$ cat src/rtl/decode_issue_queue.sv
// Decode/issue queue: buffers fetched instructions in order, predicts the next
// PC at enqueue, and issues the head to RS/LSB with CDB operand forwarding.
module decode_issue_queue #(
   parameter int unsigned DEPTH          = 4,
   parameter int unsigned ROB_SIZE_WIDTH = 4
) (
   input  logic                      clk,
   input  logic                      rst,
   input  logic                      rdy,
   input  logic                      flush,
   input  logic                      instr_valid,
   input  logic [31:0]               instr_in,
   input  logic [31:0]               instr_addr_in,
   output logic                      instr_accept,
   output logic                      predict_valid,
   output logic [31:0]               predict_pc,
   input  logic                      rob_full,
   input  logic                      rs_full,
   input  logic                      lsb_full,
   output logic [4:0]                reg_id1,
   output logic [4:0]                reg_id2,
   input  logic [31:0]               reg_value1_in,
   input  logic [31:0]               reg_value2_in,
   input  logic                      has_dep1_in,
   input  logic                      has_dep2_in,
   input  logic [ROB_SIZE_WIDTH-1:0] v_rob_id1_in,
   input  logic [ROB_SIZE_WIDTH-1:0] v_rob_id2_in,
   input  logic [ROB_SIZE_WIDTH-1:0] rd_rob_id_in,
   input  logic                      cdb_valid,
   input  logic [ROB_SIZE_WIDTH-1:0] cdb_rob_id,
   input  logic [31:0]               cdb_value,
   output logic                      issue_valid,
   output logic                      to_lsb,
   output logic [31:0]               instr_out,
   output logic [31:0]               instr_addr_out,
   output logic [2:0]                op_out,
   output logic [6:0]                instr_type_out,
   output logic [31:0]               imm,
   output logic [4:0]                rd,
   output logic [31:0]               reg_value1_out,
   output logic [31:0]               reg_value2_out,
   output logic                      has_dep1_out,
   output logic                      has_dep2_out,
   output logic [ROB_SIZE_WIDTH-1:0] v_rob_id1_out,
   output logic [ROB_SIZE_WIDTH-1:0] v_rob_id2_out,
   output logic [ROB_SIZE_WIDTH-1:0] rd_rob_id_out,
   output logic                      pred_taken_out
);

   localparam int unsigned PTR_W = (DEPTH > 1) ? $clog2(DEPTH) : 1;
   localparam int unsigned CNT_W = PTR_W + 1;

   localparam logic [6:0] OP_LUI   = 7'b0110111;
   localparam logic [6:0] OP_AUIPC = 7'b0010111;
   localparam logic [6:0] OP_JAL   = 7'b1101111;
   localparam logic [6:0] OP_JALR  = 7'b1100111;
   localparam logic [6:0] OP_B     = 7'b1100011;
   localparam logic [6:0] OP_LOAD  = 7'b0000011;
   localparam logic [6:0] OP_S     = 7'b0100011;
   localparam logic [6:0] OP_I     = 7'b0010011;
   localparam logic [6:0] OP_R     = 7'b0110011;

   // Sign-extended immediate for each instruction format
   function automatic logic [31:0] imm_of(input logic [31:0] ins);
      logic [31:0] r;
      case (ins[6:0])
         OP_LUI, OP_AUIPC:       r = {ins[31:12], 12'b0};
         OP_JAL:                 r = {{11{ins[31]}}, ins[31], ins[19:12], ins[20], ins[30:21], 1'b0};
         OP_JALR, OP_LOAD, OP_I: r = {{20{ins[31]}}, ins[31:20]};
         OP_S:                   r = {{20{ins[31]}}, ins[31:25], ins[11:7]};
         OP_B:                   r = {{19{ins[31]}}, ins[31], ins[7], ins[30:25], ins[11:8], 1'b0};
         default:                r = 32'h0;
      endcase
      return r;
   endfunction

   logic [31:0]      q_instr [DEPTH];
   logic [31:0]      q_pc    [DEPTH];
   logic             q_pred  [DEPTH];
   logic [PTR_W-1:0] head;
   logic [PTR_W-1:0] tail;
   logic [CNT_W-1:0] count;

   logic [31:0] head_instr;
   logic [6:0]  head_op;
   logic        head_is_ls;
   logic        use_rs1;
   logic        use_rs2;
   logic        has_rd;
   logic        do_enq;
   logic        do_issue;
   logic [31:0] enq_imm;
   logic        enq_taken;
   logic [31:0] enq_pred_pc;
   logic [31:0] op1_val;
   logic [31:0] op2_val;
   logic        op1_dep;
   logic        op2_dep;
   logic [ROB_SIZE_WIDTH-1:0] op1_tag;
   logic [ROB_SIZE_WIDTH-1:0] op2_tag;

   assign head_instr   = q_instr[head];
   assign head_op      = head_instr[6:0];
   assign head_is_ls   = (head_op == OP_LOAD) || (head_op == OP_S);
   assign use_rs1      = (head_op != OP_LUI) && (head_op != OP_AUIPC) && (head_op != OP_JAL);
   assign use_rs2      = (head_op == OP_R) || (head_op == OP_S) || (head_op == OP_B);
   assign has_rd       = (head_op != OP_B) && (head_op != OP_S);
   assign reg_id1      = head_instr[19:15];
   assign reg_id2      = head_instr[24:20];

   assign instr_accept = (count < CNT_W'(DEPTH)) && !flush && rdy;
   assign do_enq       = instr_valid && instr_accept;
   assign do_issue     = (count != '0) && !rob_full && !(head_is_ls ? lsb_full : rs_full);

   // Static next-PC prediction for the instruction being enqueued
   always_comb begin
      enq_imm     = imm_of(instr_in);
      enq_taken   = 1'b0;
      enq_pred_pc = instr_addr_in + 32'd4;
      if (instr_in[6:0] == OP_JAL) begin
         enq_taken   = 1'b1;
         enq_pred_pc = instr_addr_in + enq_imm;
      end else if (instr_in[6:0] == OP_B && enq_imm[31]) begin
         enq_taken   = 1'b1;
         enq_pred_pc = instr_addr_in + enq_imm;
      end
   end

   // Operand selection with same-cycle CDB forwarding, per operand
   always_comb begin
      op1_val = 32'h0;
      op1_dep = 1'b0;
      op1_tag = '0;
      op2_val = 32'h0;
      op2_dep = 1'b0;
      op2_tag = '0;
      if (use_rs1) begin
         op1_val = reg_value1_in;
         if (has_dep1_in) begin
            op1_tag = v_rob_id1_in;
            if (cdb_valid && cdb_rob_id == v_rob_id1_in) op1_val = cdb_value;
            else                                        op1_dep = 1'b1;
         end
      end
      if (use_rs2) begin
         op2_val = reg_value2_in;
         if (has_dep2_in) begin
            op2_tag = v_rob_id2_in;
            if (cdb_valid && cdb_rob_id == v_rob_id2_in) op2_val = cdb_value;
            else                                        op2_dep = 1'b1;
         end
      end
   end

   // Queue storage write on enqueue
   always_ff @(posedge clk) begin
      if (rst && do_enq) begin
         q_instr[tail] <= instr_in;
         q_pc[tail]    <= instr_addr_in;
         q_pred[tail]  <= enq_taken;
      end
   end

   // Pointers, prediction and registered issue outputs
   always_ff @(posedge clk) begin
      if (!rst) begin
         head           <= '0;
         tail           <= '0;
         count          <= '0;
         predict_valid  <= 1'b0;
         predict_pc     <= 32'h0;
         issue_valid    <= 1'b0;
         to_lsb         <= 1'b0;
         instr_out      <= 32'h0;
         instr_addr_out <= 32'h0;
         op_out         <= 3'h0;
         instr_type_out <= 7'h0;
         imm            <= 32'h0;
         rd             <= 5'h0;
         reg_value1_out <= 32'h0;
         reg_value2_out <= 32'h0;
         has_dep1_out   <= 1'b0;
         has_dep2_out   <= 1'b0;
         v_rob_id1_out  <= '0;
         v_rob_id2_out  <= '0;
         rd_rob_id_out  <= '0;
         pred_taken_out <= 1'b0;
      end else if (rdy) begin
         if (flush) begin
            head          <= '0;
            tail          <= '0;
            count         <= '0;
            predict_valid <= 1'b0;
            issue_valid   <= 1'b0;
         end else begin
            predict_valid <= do_enq;
            issue_valid   <= do_issue;
            if (do_enq) begin
               predict_pc <= enq_pred_pc;
               tail       <= tail + PTR_W'(1);
            end
            if (do_issue) begin
               head           <= head + PTR_W'(1);
               to_lsb         <= head_is_ls;
               instr_out      <= head_instr;
               instr_addr_out <= q_pc[head];
               op_out         <= head_instr[14:12];
               instr_type_out <= head_op;
               imm            <= imm_of(head_instr);
               rd             <= has_rd ? head_instr[11:7] : 5'h0;
               rd_rob_id_out  <= has_rd ? rd_rob_id_in : '0;
               reg_value1_out <= op1_val;
               reg_value2_out <= op2_val;
               has_dep1_out   <= op1_dep;
               has_dep2_out   <= op2_dep;
               v_rob_id1_out  <= op1_tag;
               v_rob_id2_out  <= op2_tag;
               pred_taken_out <= q_pred[head];
            end
            case ({do_enq, do_issue})
               2'b10:   count <= count + CNT_W'(1);
               2'b01:   count <= count - CNT_W'(1);
               default: count <= count;
            endcase
         end
      end
   end

endmodule

$ cat config.mk
export PLATFORM = sky130hd
export DESIGN_NAME = decode_issue_queue
export DESIGN_NICKNAME = d
export VERILOG_FILES = /design/src/rtl/decode_issue_queue.sv
export SDC_FILE = /design/constraint.sdc
export NUM_CORES = 1
export LEC_CHECK = 0
export ABC_AREA = 1
export BUFFER_PORTS_ARGS = -buffer_cell sky130_fd_sc_hd__clkbuf_2
export CELL_PAD_IN_SITES_DETAIL_PLACEMENT = 1
export CELL_PAD_IN_SITES_GLOBAL_PLACEMENT = 2
export CORE_MARGIN = 8
export CORE_UTILIZATION = 33
export DETAILED_ROUTE_END_ITERATION = 7
export HOLD_SLACK_MARGIN = 0.06
export PLACE_DENSITY_LB_ADDON = 0.1
export SYNTH_ARGS = -nofsm -noshare
export SYNTH_HDL_FRONTEND = slang
export SYNTH_SLANG_ARGS = --single-unit
$ cat constraint.sdc
create_clock -name clk -period 7.14 [get_ports clk]
set_clock_uncertainty 0.15 [all_clocks]
set_input_delay 1.428 -clock clk [delete_from_list [all_inputs] [get_ports clk]]
set_output_delay 1.428 -clock clk [all_outputs]
set_load 0.01 [all_outputs]
==> results.tsv <==
metric	value	unit
status	finished clean	
avgRoutedWirePerCell	23.4	microns
synth.net_count	2813	
cts_buffer_depth	3	
crit_type	reg2out	
synth_top_area_frac	0.348	
cts_tree	yes	
syn2layout_area_growth	20.1	%
hold_buffers	0	
timing.final.crit_period	4740	ps
synth_flop_cell	edfxtp_1	
rsz0062_at_grt	false	
p_per_area	229	nW/um^2
clk_pin_slew_worst_paths	60	ps
min_path_cells	2	
fin_setup_tns	0	ps
r2r_cells	13	
grt_max_degree	131	
post-cts-setup-buffers	0	
critPathCaptureType	output port	
drt_pass1_iterations	5	
cts.sinks	484	
postLayoutCellArea	26900	sq um
yosysWarnings	0	
synth_edf_count	260	
coreArea	67300	sq um
dpl.cell_count	3749	
cts_root_buffer	clkbuf_16	
layout_commonest_cell	nand2_1	
syn_inst	2588	
min_from	rd[0]	
min_to	rd[0]	
synth_cell_types	49	
seq_area	12300	sq um
fin_crit_sh	0.664	
fin_cells	3862	
port_buffers	422	
syn_avg_cell_area	8.67	sq um
yosys.area.top_type	edfxtp_1	
cts_buffers	56	
irDropWorstVdd	0.000181	V
dpl.hpwl	66700	microns
cap_violations	0	
fmax	211	MHz
ys_ff_latch	484	
min_path_type	reg2reg	
ant_nets	0	
rrSetupSlack	2820	ps
synthTopCellsByArea	edfxtp_1 35%, dfxtp_1 20%, nand2_1 10%	
fin_util	0.401	
gr-usage-all-layers	0.225	
fp.dieW	277	microns
vias	20000	
finalHoldViolCount	0	
gp_congestion	0.901	
cp-start-kind	register	
antenna_found_initial	11	
drive_gt1_frac	0.193	
multi_input_area	8620	sq um
critPathMaxFanout	35	
rows	95	
r2r-end	reg_value1_out[19]	
p_leak	11.4	nW
overflow	0	
start_util	0.334	
placed_area	25100	sq um
htreeDepth	2	
async_flop_share	0	
dieArea	76600	sq um
route.detailed.drc	0	
yosysSeqAreaShare	0.548	
final_max_slew_viol_count	0	
layout_common_cells	601 x nand2_1, 421 x clkbuf_2, 260 x edfxtp_1, 222 x dfxtp_1	
slew_headroom	0.232	
drtIter0Drc	1145	
io_pins	423	
vias_per_cell	5.19	
nFillCells	8006	
arrival	3160	ps
clock_latency	630	ps
finalSetupViolCount	0	
required	5560	ps
grt_pass1_vias	20500	
fin_hold_ws	314	ps
die_h	277	microns
grt_first_pass_wirelength	134000	microns
routed_wl	90200	microns
netlist_area	22400	sq um
worst_slew_pin_slew	1150	ps
post_cts_resized	0	
nets	3159	
where the power goes:
| group | switching [mW] | internal [mW] | total, mW |
|---|---|---|---|
| combinational | 0.265 | 0.111 | 0.376 |
| sequential | 0.0104 | 2.95 | 2.96 |
| clock | 1.20 | 1.65 | 2.84 |
| total | 1.47 | 4.71 | 6.18 |
synth_stat cells, drive strengths merged, types with 2 or more instances:
cell type	number
o21a	6
or2	7
o31ai	5
o22ai	24
xnor2	5
a32oi	7
nand3	206
fa	2
o211ai	13
nor3	28
clkbuf	79
dfxtp	224
nand4	16
a21boi	4
a21o	6
ha	36
nand3b	2
buf	81
inv	206
nor2	183
xor2	18
o21ai	305
a31oi	3
a32o	33
nand2	609
nor4	7
o21bai	4
a21oi	203
edfxtp	260
logic make-up after synthesis:
logic type,after synthesis,share of synthesized area
flops,484,0.548
buf+inv,366,0.0699
xor+xnor,23,0.00898
simple gates,1061,0.199
fa+ha+maj,38,0.0219
compound gates,616,0.152
critical path, cell delays in order (launching register included):
cell and delay, ps:
dfxtp_2 440, inv_2 510, buf_4 430, o21ai_0 150, o22ai_1 700, clkbuf_2 270
state kept, by name, indices dropped and copies added (netlist names), 2 cells and up, named ones only:
signal	flops
q_instr	128
imm	32
head	2
rd_rob_id_out	4
q_pc	128
count	3
predict_pc	32
reg_value2_out	32
v_rob_id2_out	4
rd	5
q_pred	4
instr_addr_out	32
tail	2
instr_out	32
reg_value1_out	32
v_rob_id1_out	4
how the worst max path moves through the flow:
stage	from	end	slack [ps]	cells past startpoint
final	register	reg_id1[4]	2400	5
after global routing	instr_in[0]	predict_pc[30]	2150	17
after CTS	register	reg_id1[4]	2340	5
after detailed placement	instr_in[0]	predict_pc[30]	1920	16
after global placement	instr_in[0]	predict_pc[30]	2050	16
after floorplan	rdy	q_instr[0][0]	1180	9
metrics by stage:
stage	power [mW]	setup WS, ps
floorplan	3.19	1180
finish	6.18	2400
global route	6.39	2150
CTS	6.26	2340
detailed placement	3.39	1920
global placement	3.39	2050
area by class of cell:
cell class,count,area share
flip-flops and latches,484,0.456
multi-input cells,1738,0.320
repair buffers,448,0.0857
clock buffers,81,0.0585
well taps,873,0.0405
inverters,206,0.0289
clock inverters,24,0.00938
diodes,8,0.000743
routing by layer:
metal  part of all wire  vias up  GRT usage
met2               0.47      513      0.375
met3              0.051      129     0.0430
met4              0.031        6     0.0742
met5            0.00031        -          0
li1                   -     9540          -
met1               0.45     9841      0.293
Power figures use the tool's default switching activity.
